### config.mk
export PLATFORM = sky130hd
export DESIGN_NAME = databus_mem_responder
export DESIGN_NICKNAME = d
export VERILOG_FILES = /design/src/rtl/databus_mem_responder.sv
export SDC_FILE = /design/constraint.sdc
export NUM_CORES = 1
export LEC_CHECK = 0
export CORE_AREA = 5 5 104 106
export CTS_CLUSTER_SIZE = 12
export DETAILED_ROUTE_END_ITERATION = 7
export DIE_AREA = 0 0 109 111
export PLACE_DENSITY = 0.89
export SLEW_MARGIN = 20
export SYNTH_ARGS = -nofsm -noshare
export SYNTH_HDL_FRONTEND = slang
export SYNTH_SLANG_ARGS = --single-unit
### constraint.sdc
create_clock -name clk_i -period 2.6 [get_ports clk_i]
set_input_delay 0.65 -clock clk_i [delete_from_list [all_inputs] [get_ports clk_i]]
set_output_delay 0.65 -clock clk_i [all_outputs]
set_load 0.02 [all_outputs]
### src/rtl/databus_mem_responder.sv
// Databus responder: serves valid/addr/len bursts from a single-port synchronous SRAM.
// Reads prefetch one word ahead so a continuously ready initiator sees one beat per cycle.
module databus_mem_responder #(
  parameter int unsigned AXI_ADDR_W = 32,
  parameter int unsigned DATA_W     = 32,
  parameter int unsigned LEN_W      = 8,
  parameter int unsigned MEM_ADDR_W = 10
) (
  input  logic                  clk_i,
  input  logic                  rst_ni,
  input  logic                  databus_valid_i,
  output logic                  databus_ready_o,
  input  logic [AXI_ADDR_W-1:0] databus_addr_i,
  input  logic [LEN_W-1:0]      databus_len_i,
  input  logic                  databus_write_i,
  input  logic [DATA_W-1:0]     databus_wdata_i,
  output logic [DATA_W-1:0]     databus_rdata_o,
  output logic                  databus_last_o,
  input  logic                  stall_i,
  output logic                  mem_en_o,
  output logic                  mem_we_o,
  output logic [MEM_ADDR_W-1:0] mem_addr_o,
  output logic [DATA_W-1:0]     mem_wdata_o,
  input  logic [DATA_W-1:0]     mem_rdata_i,
  output logic                  busy_o,
  output logic [15:0]           bursts_o
);

  localparam int unsigned BYTES    = DATA_W / 8;
  localparam int unsigned OFFSET_W = $clog2(BYTES);

  typedef enum logic [1:0] {StIdle, StWr, StRdFetch, StRdStream} state_e;

  state_e                state_q, state_d;
  logic [MEM_ADDR_W-1:0] word_q, word_d;
  logic [LEN_W-1:0]      beats_q, beats_d;
  logic                  pending_q, pending_d;
  logic                  held_q, held_d;
  logic [DATA_W-1:0]     hold_q, hold_d;
  logic [15:0]           bursts_q, bursts_d;

  logic [LEN_W-1:0]      len_div;
  logic                  len_rem;
  logic [LEN_W-1:0]      req_beats;
  logic                  beat_avail;
  logic                  final_beat;
  logic                  unused_addr;

  // Address bits outside the word index are intentionally ignored.
  assign unused_addr = ^databus_addr_i;

  assign len_div = databus_len_i >> OFFSET_W;
  assign len_rem = |(databus_len_i & LEN_W'(BYTES - 1));

  // Round up to whole beats; a zero-length request still moves one beat.
  always_comb begin
    req_beats = len_div + LEN_W'(len_rem);
    if (req_beats == '0) begin
      req_beats = LEN_W'(1);
    end
  end

  // A read beat is available either straight off the SRAM or from the hold register.
  assign beat_avail = pending_q | held_q;
  assign final_beat = (beats_q == LEN_W'(1));

  always_comb begin
    state_d         = state_q;
    word_d          = word_q;
    beats_d         = beats_q;
    held_d          = held_q;
    bursts_d        = bursts_q;
    databus_ready_o = 1'b0;
    databus_last_o  = 1'b0;
    mem_en_o        = 1'b0;
    mem_we_o        = 1'b0;
    mem_addr_o      = '0;

    unique case (state_q)
      StIdle: begin
        if (databus_valid_i) begin
          word_d  = databus_addr_i[OFFSET_W +: MEM_ADDR_W];
          beats_d = req_beats;
          held_d  = 1'b0;
          state_d = databus_write_i ? StWr : StRdFetch;
        end
      end
      StWr: begin
        if (databus_valid_i && !stall_i) begin
          databus_ready_o = 1'b1;
          mem_en_o        = 1'b1;
          mem_we_o        = 1'b1;
          mem_addr_o      = word_q;
          word_d          = word_q + MEM_ADDR_W'(1);
          beats_d         = beats_q - LEN_W'(1);
          if (final_beat) begin
            databus_last_o = 1'b1;
            state_d        = StIdle;
          end
        end
      end
      StRdFetch: begin
        mem_en_o   = 1'b1;
        mem_addr_o = word_q;
        word_d     = word_q + MEM_ADDR_W'(1);
        state_d    = StRdStream;
      end
      StRdStream: begin
        if (databus_valid_i && !stall_i && beat_avail) begin
          databus_ready_o = 1'b1;
          beats_d         = beats_q - LEN_W'(1);
          held_d          = 1'b0;
          if (final_beat) begin
            databus_last_o = 1'b1;
            state_d        = StIdle;
          end else begin
            // Prefetch the next word on every accepted beat.
            mem_en_o   = 1'b1;
            mem_addr_o = word_q;
            word_d     = word_q + MEM_ADDR_W'(1);
          end
        end else if (pending_q) begin
          held_d = 1'b1;
        end
      end
      default: begin
        state_d = StIdle;
      end
    endcase

    if (databus_ready_o && databus_last_o) begin
      bursts_d = bursts_q + 16'd1;
    end
  end

  assign pending_d = mem_en_o & ~mem_we_o;
  assign hold_d    = pending_q ? mem_rdata_i : hold_q;

  assign databus_rdata_o = pending_q ? mem_rdata_i : hold_q;
  assign mem_wdata_o     = databus_wdata_i;
  assign busy_o          = (state_q != StIdle);
  assign bursts_o        = bursts_q;

  always_ff @(posedge clk_i or negedge rst_ni) begin
    if (!rst_ni) begin
      state_q   <= StIdle;
      word_q    <= '0;
      beats_q   <= '0;
      pending_q <= 1'b0;
      held_q    <= 1'b0;
      hold_q    <= '0;
      bursts_q  <= '0;
    end else begin
      state_q   <= state_d;
      word_q    <= word_d;
      beats_q   <= beats_d;
      pending_q <= pending_d;
      held_q    <= held_d;
      hold_q    <= hold_d;
      bursts_q  <= bursts_d;
    end
  end

endmodule

==> reports/metrics.cfg <==
[routing]
remaining_drc_errors=0
vias_per_cell=5.19
wl_per_cell_um=16.6
num_vias=3189
first_pass_iters=5
dr.first_iter.drc_count=167
antenna_left=0
drt-total-wl_mm=10.2

[yosys]
ys_seq_area_share_pct=46.2
yosys.area_share.simple_pct=15.9
synth_top_family_by_area=simple AND/OR/NAND/NOR gates
ys.flop_type=dfrtp_1
synthesis.area_mm2=0.00379
synth-edff-count=0
synth_compound_area_share_pct=11.3
synthAdderAreaFrac_pct=1.98
synthCells=365
ys_ff_latch=70
synth_warnings=0
async_reset_ff_share_pct=100
synth_xor_xnor_area_share_pct=4.16
syn_nets=480
yosys.cell_types.count=54
postSynthAreaPerCell_um2=10.4
synth.area.mux_share_pct=10.1

[cts]
cts_tree=done
cts-root-buf=clkbuf_8
cts_sinks=70
clkTransAtPathRegs_ns=0.08
clockBufferDepth=2
cts-hold-fix-buffers=0
clock_latency_ns=0.33
numCtsBuffers=9
h-tree-depth=3

[setup_path]
required_ns=1.95
slowest_delay_ns=0.56
start_kind=register
cp_cell_sequence=or4_4 -> o22a_4 -> a2bb2oi_4 -> buf_6 -> and2_4 -> buf_6
critical_path_class=reg -> out
r2r.worst_path.cells=12
path_max_fanout=6
endpoint_kind=output port
slowest_stage=or4_4
cp_common_cell=buf_6
arrival_ns=2.14

[power_and_ir_drop]
ir_drop_mv=0.355
power_mw=5.42
power_density_mw_per_mm2=1010
leakage_nw=2.34

[place]
port_buffers=117
dpl-instance-area_mm2=0.00498
dp_cells=589
routabilityCongestion=0.854
dp_hpwl_mm=7.25

[timing]
rsz0062_at_grt=true
setup_violations=12
skew_ns=0.00840
worstMarginPinSlew_ns=0.581
finalCritPeriodShare_pct=107
fmax_ghz=0.358
slew_viol_final=0
hold_viol=0
tns_ns=-1.93
layout_min_cycle_time_ns=2.79
relSlewSlack_pct=61.3
finalWorstSetupSlack_ns=-0.191

[floorplanning]
dieArea_mm2=0.0121
die_h_um=111
core-area_mm2=0.00968
initial_core_util_pct=39.1
die_w_um=109
io_pins=204
rows=36

[cells_and_area]
nets=591
postLayoutCoreUtil_pct=55.7
multi_input_area_mm2=0.00171
n_fill_cell=847
area_growth_pct=42.3
final_cells=614
diodes=0
fin_area_mm2=0.00539
seqCellArea_mm2=0.00175
final_layout_size_suffix_gt1_share_pct=26.0

[flow_run]
maxCapViolCount=0

[status]
violations=setup timing
status=complete, but fails checks

[global_routing]
antenna_found_initial=0
grt-ovfl-total=0
grt_pass1_vias=3220
grt_pass1_wl_mm=16.3
grt_util_all_layers_pct=16.8
grt_max_degree=49

[hold_path]
hold_class=in -> async

-- path summary, 6_finish.rpt --
| path | start | end | slack, ns |
|---|---|---|---|
| worst min-delay path | rst_ni | word_q[4] | 0.30 |
| max in group asynchronous | rst_ni | hold_q[19] | 1.63 |
| worst max register to register | beats_q[1] | bursts_o[4] | 0.25 |
| worst min register to register | bursts_o[4] | bursts_o[4] | 0.48 |
| min in group clk_i | bursts_o[4] | bursts_o[4] | 0.48 |
| worst max-delay path | beats_q[4] | mem_addr_o[8] | -0.19 |
-- worst max-delay path, delay by kind of cell (launching register included) --
family                 cells  cell delay [ns]
DFF                        1             0.39
buffers and inverters      2             0.27
and+or+nand+nor            2             0.71
AOI/OAI and AO/OA          2             0.43
-- sequential cells by signal, summed over array words and instances (netlist names) --
register and flops:
hold_q 32, bursts_o 16, word_q 10, beats_q 8
state_q 2, held_q 1, pending_q 1
-- layer usage --
layer	share of wire (%)	GRT usage, %	up-vias
li1	-	-	1495
met1	40	20.3	1536
met2	50	28.7	139
met3	8.4	4.89	19
met4	1.1	4.71	0
met5	0	0	-
-- kinds of logic after synthesis --
family,after synthesis
AOI/OAI and AO/OA,63
xor gates and xnor gates,18
adders and majority gates,6
buffers and inverters,61
DFF,70
muxes,34
and+or+nand+nor,113
-- final cells by class --
cell class	count	area share, %
Timing Repair Buffer	152	27.3
Inverter	9	0.627
Sequential cell	70	32.5
Multi-Input combinational cell	234	31.7
Clock inverter	5	1.93
Tap cell	133	3.09
Clock buffer	11	2.81
-- per-stage QoR --
step | worst slack (ns) | hold WS, ns
floorplan | 0.0777 | 0.354
global placement | -0.544 | 0.458
detailed placement | -0.603 | 0.474
CTS | -0.230 | 0.304
global route | -0.261 | 0.331
finish | -0.191 | 0.303
-- synth_stat cells, types with 10 or more instances --
cell,number,area (µm²)
a21oi_1,10,50.1
and2_1,13,81.3
buf_4,32,240
clkbuf_1,10,37.5
dfrtp_1,70,1750
mux2_2,33,372
nand2_1,21,78.8
nand3_1,16,80.1
nor2_1,13,48.8
nor3_1,17,85.1
o21ai_0,15,75.1
xor2_1,12,105
-- power by group --
group / switching (mW) / total [mW] / internal (mW)
Clock: 0.424 / 1.12 / 0.692
Combinational: 1.26 / 2.55 / 1.30
Sequential: 0.256 / 1.75 / 1.50
-- placed cells by master, fill, tap and decap left out, types with 5 or more instances in the layout --
cell / n
dfrtp_1: 69
nand2_1: 21
a2bb2oi_1: 8
nor4_1: 7
buf_6: 14
inv_1: 6
nor3_1: 17
o22ai_1: 7
o21ai_0: 15
a21oi_1: 9
nand4_1: 7
nand3_1: 16
nor2_1: 13
dlygate4sd2_1: 20
xor2_1: 12
and2_4: 10
mux2_2: 33
xnor2_1: 6
buf_4: 32
clkdlybuf4s50_1: 82
clkbuf_8: 11
ha_1: 5
-- what timing repair did --
item | CTS | global route
resized for setup | 119 | 7
setup endpoints to repair | 39 | 18
cloned | 2 | 0
buffers inserted | 10 | 2
pin swaps | 4 | 3
No activity file was read; power rests on OpenSTA's default activity.
